`src/rtl/arb_pkg.sv`:
```
// Shared types and helpers for prio_arbiter_rr_hold.
package arb_pkg;

  typedef enum logic {
    ARB_FIXED = 1'b0,
    ARB_RR    = 1'b1
  } arb_mode_e;

  typedef enum logic {
    ARB_IDLE,
    ARB_GRANT
  } arb_state_e;

  // Binary index of a one-hot vector. Only the low 'width' bits are
  // considered, and up to 32 requesters are supported. A zero vector yields
  // index 0.
  function automatic logic [4:0] onehot_to_idx(input logic [31:0] oh, input int width);
    logic [4:0] idx;
    idx = '0;
    for (int i = 0; i < 32; i++)
      if (i < width && oh[i]) idx = idx | 5'(i);
    return idx;
  endfunction

endpackage

```
`src/rtl/rr_prio_pick.sv`:
```
// Combinational MSB-first pick with a rotatable start point.
// In round-robin mode the request vector is rotated right by ptr, so
// req[ptr-1] lands on the MSB and req[ptr] on bit 0 (lowest priority).
// The pick is then rotated back. Fixed mode uses a rotation of zero.
module rr_prio_pick
  import arb_pkg::*;
#(
  parameter int SIZE  = 4,
  parameter int IDX_W = $clog2(SIZE)
) (
  input  logic [SIZE-1:0]  req,
  input  logic [IDX_W-1:0] ptr,
  input  arb_mode_e        mode,
  output logic [SIZE-1:0]  win,
  output logic [IDX_W-1:0] win_idx
);

  logic [IDX_W-1:0] rot;
  logic [SIZE-1:0]  req_rot;
  logic [SIZE-1:0]  pick_rot;

  assign rot = (mode == ARB_RR) ? ptr : '0;

  // Rotate right by rot, modulo SIZE, so that non-power-of-two sizes work.
  always_comb begin
    logic [IDX_W-1:0] j;
    req_rot = '0;
    for (int i = 0; i < SIZE; i++) begin
      j = IDX_W'((i + int'(rot)) % SIZE);
      req_rot[i] = req[j];
    end
  end

  // MSB-first pick on the rotated vector.
  always_comb begin
    logic found;
    pick_rot = '0;
    found    = 1'b0;
    for (int i = SIZE - 1; i >= 0; i--) begin
      if (!found && req_rot[i]) begin
        pick_rot[i] = 1'b1;
        found       = 1'b1;
      end
    end
  end

  // Rotate the pick back into requester order.
  always_comb begin
    logic [IDX_W-1:0] j;
    win = '0;
    for (int i = 0; i < SIZE; i++) begin
      j = IDX_W'((i + int'(rot)) % SIZE);
      win[j] = pick_rot[i];
    end
  end

  assign win_idx = IDX_W'(onehot_to_idx(32'(win), SIZE));

endmodule

```
`src/rtl/prio_arbiter_rr_hold.sv`:
```
// Registered N-way arbiter with a locked multi-beat grant.
// The mode input selects fixed MSB-first priority or round-robin with the
// same search direction. A grant is released only by ack & last. Once a
// grant is released, arbitration runs again in the same cycle, so there is
// no idle bubble between holders.
// Optional feature: define ARB_HOLD_TIMEOUT_EN to build a stall counter.
// The counter force-releases a grant after MAX_HOLD cycles without an ack,
// and timeout pulses in the cycle that the forced release takes effect.
module prio_arbiter_rr_hold
  import arb_pkg::*;
#(
  parameter int SIZE     = 4,
  parameter int IDX_W    = $clog2(SIZE),
  parameter int MAX_HOLD = 16
) (
  input  logic             clk,
  input  logic             rst,
  input  logic [SIZE-1:0]  req,
  input  logic             mode,
  input  logic             ack,
  input  logic             last,
  output logic [SIZE-1:0]  gnt,
  output logic             gnt_valid,
  output logic [IDX_W-1:0] gnt_idx,
  output logic             timeout
);

  arb_state_e       state;
  logic [IDX_W-1:0] ptr;
  logic [SIZE-1:0]  pick_gnt;
  logic [IDX_W-1:0] pick_idx;
  logic             force_rel;
  logic             arb_now;

  rr_prio_pick #(.SIZE(SIZE), .IDX_W(IDX_W)) u_pick (
    .req     (req),
    .ptr     (ptr),
    .mode    (arb_mode_e'(mode)),
    .win     (pick_gnt),
    .win_idx (pick_idx)
  );

  // Arbitrate whenever idle, and on every release of the current holder.
  assign arb_now = (state == ARB_IDLE) || (ack && last) || force_rel;

`ifdef ARB_HOLD_TIMEOUT_EN
  localparam int CNT_W = (MAX_HOLD > 2) ? $clog2(MAX_HOLD) : 1;

  logic [CNT_W-1:0] hold_cnt;

  assign force_rel = (state == ARB_GRANT) && !ack && (hold_cnt == CNT_W'(MAX_HOLD - 1));

  // Stall counter: counts grant cycles, restarts on any ack or new grant.
  always_ff @(posedge clk or posedge rst) begin
    if (rst)                 hold_cnt <= '0;
    else if (ack || arb_now) hold_cnt <= '0;
    else                     hold_cnt <= hold_cnt + 1'b1;
  end

  // Timeout flag aligned with the grant change caused by a forced release.
  always_ff @(posedge clk or posedge rst) begin
    if (rst) timeout <= 1'b0;
    else     timeout <= force_rel;
  end
`else
  logic unused_hold;
  assign unused_hold = (MAX_HOLD > 0);
  assign force_rel   = 1'b0;
  assign timeout     = 1'b0;
`endif

  // Grant FSM with registered outputs. ptr records every issued grant.
  always_ff @(posedge clk or posedge rst) begin
    if (rst) begin
      state     <= ARB_IDLE;
      gnt       <= '0;
      gnt_valid <= 1'b0;
      gnt_idx   <= '0;
      ptr       <= '0;
    end else if (arb_now) begin
      gnt       <= pick_gnt;
      gnt_valid <= |pick_gnt;
      gnt_idx   <= pick_idx;
      if (|pick_gnt) begin
        state <= ARB_GRANT;
        ptr   <= pick_idx;
      end else begin
        state <= ARB_IDLE;
      end
    end
  end

endmodule

```
`config.mk`:
```
export PLATFORM = sky130hd
export DESIGN_NAME = prio_arbiter_rr_hold
export DESIGN_NICKNAME = d
export VERILOG_FILES = /design/src/rtl/arb_pkg.sv /design/src/rtl/rr_prio_pick.sv /design/src/rtl/prio_arbiter_rr_hold.sv
export SDC_FILE = /design/constraint.sdc
export NUM_CORES = 1
export LEC_CHECK = 0
export CAP_MARGIN = 10
export CORE_MARGIN = 8
export CORE_UTILIZATION = 54
export DETAILED_ROUTE_END_ITERATION = 10
export GPL_ROUTABILITY_DRIVEN = 0
export PLACE_DENSITY = 0.83
export SYNTH_ARGS = -nofsm -noshare
export SYNTH_HDL_FRONTEND = slang
export SYNTH_SLANG_ARGS = --single-unit
export TNS_END_PERCENT = 10
```
`constraint.sdc`:
```
create_clock -name clk -period 4.67 [get_ports clk]
set_input_delay 0.934 -clock clk [delete_from_list [all_inputs] [get_ports clk]]
set_output_delay 0.934 -clock clk [all_outputs]
set_load 0.03 [all_outputs]
```
Word-level counts from Yosys, hierarchy flattened
Cells that the tools add are included.
W data, S select, Z words.

storage, ports and cells
  flip-flop bits (word level) = 10
  bits of input ports = 9
  output and inout bits = 8

operators by class
  multiplexer cells = 30
  add/subtract/negate cells = 3
  reduce and logical (&&, ||, !) cells = 14
  order comparisons = 8
  bitwise gates (word level) = 2

operator list
  kind                   count
  $mux W1                16
  $bwmux W4              3
  $lt A2 B3 Y1 const B   4
  $bmux W1 S2            4
  $demux W1 S2           4
  $ge A2 B1 Y1 const B   4
  $logic_and A1 B1 Y1    8
  $mux W2                3
  $add A2 B2 Y2 const A  2
  $and A4 B4 Y4          1
  $reduce_or A4 Y1       1
  $logic_not A1 Y1       3
  $add A1 B2 Y2 const A  1
  $reduce_and A2 Y1      1
  $logic_or A1 B1 Y1     1
  $not A1 Y1             1

Depth between registers and ports, before layout
  word-level depth = 21
  mapped depth = 11
  gate-level depth less buffers = 10

Modules after synthesis
From an unflattened synthesis, not the netlist that was laid out.

second synthesis, totals
  cells, all modules = 102
  area total of the unflattened synthesis = 938.4 µm²

modules (own cells, without submodules)
  module                seq. area each (µm²)  instances  area an instance (µm²)  cells each
  rr_prio_pick          0.0                   1          565.5                   78
  prio_arbiter_rr_hold  225.2                 1          372.9                   24

Worst setup path after synthesis
Ideal clock, no wire load.

  path type = input to register
  start point = input port mode
  end point = register ptr[1]
  buffers on the path = 0
  required time = 4.538 ns
  setup time = 0.132 ns
  stages on the path = 9
  data arrival time = 2.796 ns
  setup slack = 1.742 ns
  cells stage by stage = nand2_1 -> inv_1 -> ha_1 -> mux4_2 -> a21oi_2 -> a2111oi_0 -> or3_1 -> nand4b_1 -> o211ai_1

on the way
  longest elaborated chain between the ends = 20

RTL lines
  what                                                           RTL line                                   source
  start, declared                                                prio_arbiter_rr_hold.sv:19                 input logic mode,
  $mux W2 (*)                                                    rr_prio_pick.sv:22                         assign rot = (mode == ARB_RR) ? ptr : '0;
  $add A2 B2 Y2                                                  rr_prio_pick.sv:29, rr_prio_pick.sv:52
  $bmux W1 S2                                                    rr_prio_pick.sv:30                         req_rot[i] = req[j];
  $mux W1 (implied by the code)                                  rr_prio_pick.sv:30
  $mux W1                                                        rr_prio_pick.sv:40                         if (!found && req_rot[i]) begin
  $logic_not A1 Y1                                               rr_prio_pick.sv:40
  $logic_and A1 B1 Y1                                            rr_prio_pick.sv:40
  $mux W1                                                        rr_prio_pick.sv:40
  [3 not listed]                                                 n/a
  $logic_not A1 Y1                                               rr_prio_pick.sv:40
  $logic_and A1 B1 Y1                                            rr_prio_pick.sv:40
  $mux W1                                                        rr_prio_pick.sv:40
  $and A4 B4 Y4 (no line)                                        n/a
  $bwmux W4 (2 in a row)                                         rr_prio_pick.sv:53                         win[j] = pick_rot[i];
  $bwmux W4 (*)                                                  rr_prio_pick.sv:53
  $reduce_or A4 Y1 / $mux W2 (equally long branches)             prio_arbiter_rr_hold.sv:84, arb_pkg.sv:21
  $reduce_and A2 Y1 (no line) / $mux W2 (equally long branches)  n/a
  end signal, assigned                                           prio_arbiter_rr_hold.sv:86                 ptr <= pick_idx;
  end, declared                                                  prio_arbiter_rr_hold.sv:29                 logic [IDX_W-1:0] ptr;

Mark *: on every way between the ends. The rest lies on a longest branch, timed or not. The select of a mux whose other input is x is not followed.
A chain may end at the register's enable or synchronous reset.

Worst setup path after layout
Ends and elaborated chain as after synthesis.

==> run summary <==
Largest net degree at the start of global routing: 10
CP endpoint kind: flop
Worst path buffer plus inverter count: 2
HP Class: flop to flop
Layout cells sized above 1: 10.2%
Post-CTS resize count: 0
Cell Area, Synth: 851 µm²
Most Frequent Cell on Critical Path: nand2_1
Vias: 826
Flops & latches, synth: 9
N_diodes: 0
Max stage delay on crit path: 0.55 ns
Post-synth EDFFs: 0
Dpl hpwl: 1.62 mm
Worst skew pair latency: 0.25 ns
Power share of the combinational group: 66.1%
Core ar.: 1490 µm²
IO Port Bufs: 15
P_int: 311 µW
Worst Path Required: 4.79 ns
Reg power frac: 24.2%
Clock slew at reported path FFs: 0.06 ns
DRT iter0 DRCs: 20
Min Tclk post-route: 3.46 ns
Final setup vio count: 0
CTS tree: built
Slew Limit Fails: 0
Synthesized net count: 117
Mean area per synthesized cell: 8.18 µm²
CP max-delay cell: mux4_2
Area of the die: 3100 µm²
CP cell instances: clkdlybuf4s50_1, nand2_1, inv_1, ha_1, mux4_2, a21oi_2, nand2_1, a221oi_2, nand4b_1, o211ai_1
Setup Skew: 0.000288 ns
Final ANT Viol Nets: 0
Top FF cell, synth: dfrtp_1
Final worst path period share: 74.1%
Final setup TNS: 0 ns
Yosys top cell area share: 26.5%
YS warnings: 0
Final #Nets: 132
VDD IR max: 0.253 mV
# rows: 14
Setup crit start kind: primary input
I/O pins: 17
Die width: 55.7 µm
Inst Count DP: 130
Unrepaired setup endpoints after global routing: false
H-tree levels: 1
Avg WL per Cell: 14.7 µm
WP data arrival: 3.58 ns
Peak Freq: 289 MHz
Dominant cells by area after synthesis: dfrtp_1 26%, nand2_1 6.6%, ha_1 5.9%
Final hold viol count: 0
Die Span Y: 55.7 µm
Sw frac: 48.1%
DRC violations left: 0
Clock Sinks: 9
First-pass GRT wire length: 3.33 mm
Crit Path Category: primary input to flop
Library cells used by synthesis: 47
GR Overflow Total: 0
Max-cap viol count: 0
Setup Buffers After CTS: 0
Max FO, Critical Path: 7
Final cell count without fillers: 134
Outcome: complete, no violations
Share of flip-flops with an asynchronous set or reset: 100%
CTS Buf Count: 3
Area growth syn-to-layout: 19.3%
Max Root-Sink Buffers: 2
Initial antenna violation count: 0
Initial core utilization: 57.1%
GRT Total Usage: 12.6%
Routed WL: 1.97 mm
Cell family with most CP delay: compound AO/OA/AOI/OAI gates
Sequential share of the synthesized area: 26.5%
Post-synthesis cell count: 104
Hold buffers post-CTS: 0
Pwr Density: 590 nW/µm²
DR pass1 iterations: 4
Root Buffer: clkbuf_4
Vias per cell: 6.16
Sw Pwr: 288 µW
Clk network pwr share: 9.7%
Pleak: 0.429 nW
Area leader, netlist: dfrtp_1
Number of global-route vias before repair: 746
-- cell usage in the layout, fill, tap and decap left out, types with 2 or more instances in the layout --
cell	instances
o21ai_0	5
ha_1	4
dfrtp_1	9
mux2i_1	2
o31a_1	2
inv_1	10
nand3_1	2
a211oi_1	2
a21oi_1	2
clkbuf_4	3
a21oi_2	2
nand2_1	15
nand2b_1	5
and3_1	2
clkdlybuf4s50_1	15
nor2_1	8
-- through the flow --
stage	worst slack (ns)	cell area [µm²]	power, mW	utilization (%)	hold WS (ns)
6_report	1.21	1010	0.599	68.2	0.487
5_1_grt	1.04	1010	0.646	68.2	0.529
4_1_cts	1.23	1010	0.601	68.2	0.494
3_5_place_dp	0.964	988	0.542	66.4	0.480
3_3_place_gp	1.04	988	0.532	66.4	0.452
2_1_floorplan	1.74	851	0.437	-	0.577
-- logic make-up (layout without fill, tap and decap cells) --
| kind of cell | after synthesis | count (layout) | share of synthesized area [%] |
|---|---|---|---|
| simple gates | 41 | 41 | 23.7 |
| compound gates | 30 | 30 | 29.0 |
| fa+ha+maj | 4 | 4 | 5.88 |
| other cells | 1 | 1 | 0.441 |
| flops | 9 | 9 | 26.5 |
| buf+inv | 15 | 29 | 8.24 |
| mux | 4 | 4 | 6.32 |
-- Yosys cell counts, types with 2 or more instances --
cell type / n
nand2_1: 15
inv_1: 10
dfrtp_1: 9
nor2_1: 8
nand2b_1: 5
o21ai_0: 5
ha_1: 4
a211oi_1: 2
a21oi_1: 2
a21oi_2: 2
and3_1: 2
buf_2: 2
mux2i_1: 2
nand3_1: 2
o31a_1: 2
-- power groups by stage --
stage	clock network (mW)	logic (mW)	registers, mW
detailed placement	0	0.396	0.146
finish	0.0582	0.396	0.145
global placement	0	0.389	0.143
global route	0.0630	0.431	0.152
floorplan	0	0.248	0.189
CTS	0.0591	0.396	0.145
-- area by class of cell --
type | instances | area (µm²)
Clock buffer | 4 | 26.3
Fill cell | 123 | 474
Inverter | 10 | 37.5
Multi-Input combinational cell | 80 | 556
Sequential cell | 9 | 225
Tap cell | 16 | 20.0
Timing Repair Buffer | 15 | 150
-- path summary, 6_finish.rpt --
path,from,end,slack (ns),depth (start not counted)
worst max-delay path,mode,ptr[1],1.21,10
worst min-delay path,gnt[1],gnt[1],0.49,2
worst max register to register,ptr[0],ptr[1],1.99,9
worst min register to register,gnt[1],gnt[1],0.49,2
max in group asynchronous,rst,gnt[2],3.49,2
min in group asynchronous,rst,ptr[1],0.93,2
-- sequential cells by signal (all words and copies together), names as in the netlist --
name / count
gnt: 4
gnt_valid: 1
gnt_idx: 2
ptr: 2
-- worst reg2reg max path: cells and delay by family, from the launching register on --
family | cells | cell delay (ns)
simple gates | 3 | 0.48
flops | 1 | 0.44
fa+ha+maj | 1 | 0.37
compound gates | 3 | 0.63
mux | 1 | 0.55
buf+inv | 1 | 0.09
-- routing by layer --
metal | GRT usage [%] | part of all wire, % | vias to the layer above
met5 | 0 | 0 | -
met4 | 5.99 | 1.5 | 0
met3 | 2.28 | 6.8 | 4
met2 | 21.6 | 52 | 35
met1 | 14.4 | 40 | 383
li1 | - | - | 404
No activity file was read; power rests on OpenSTA's default activity.
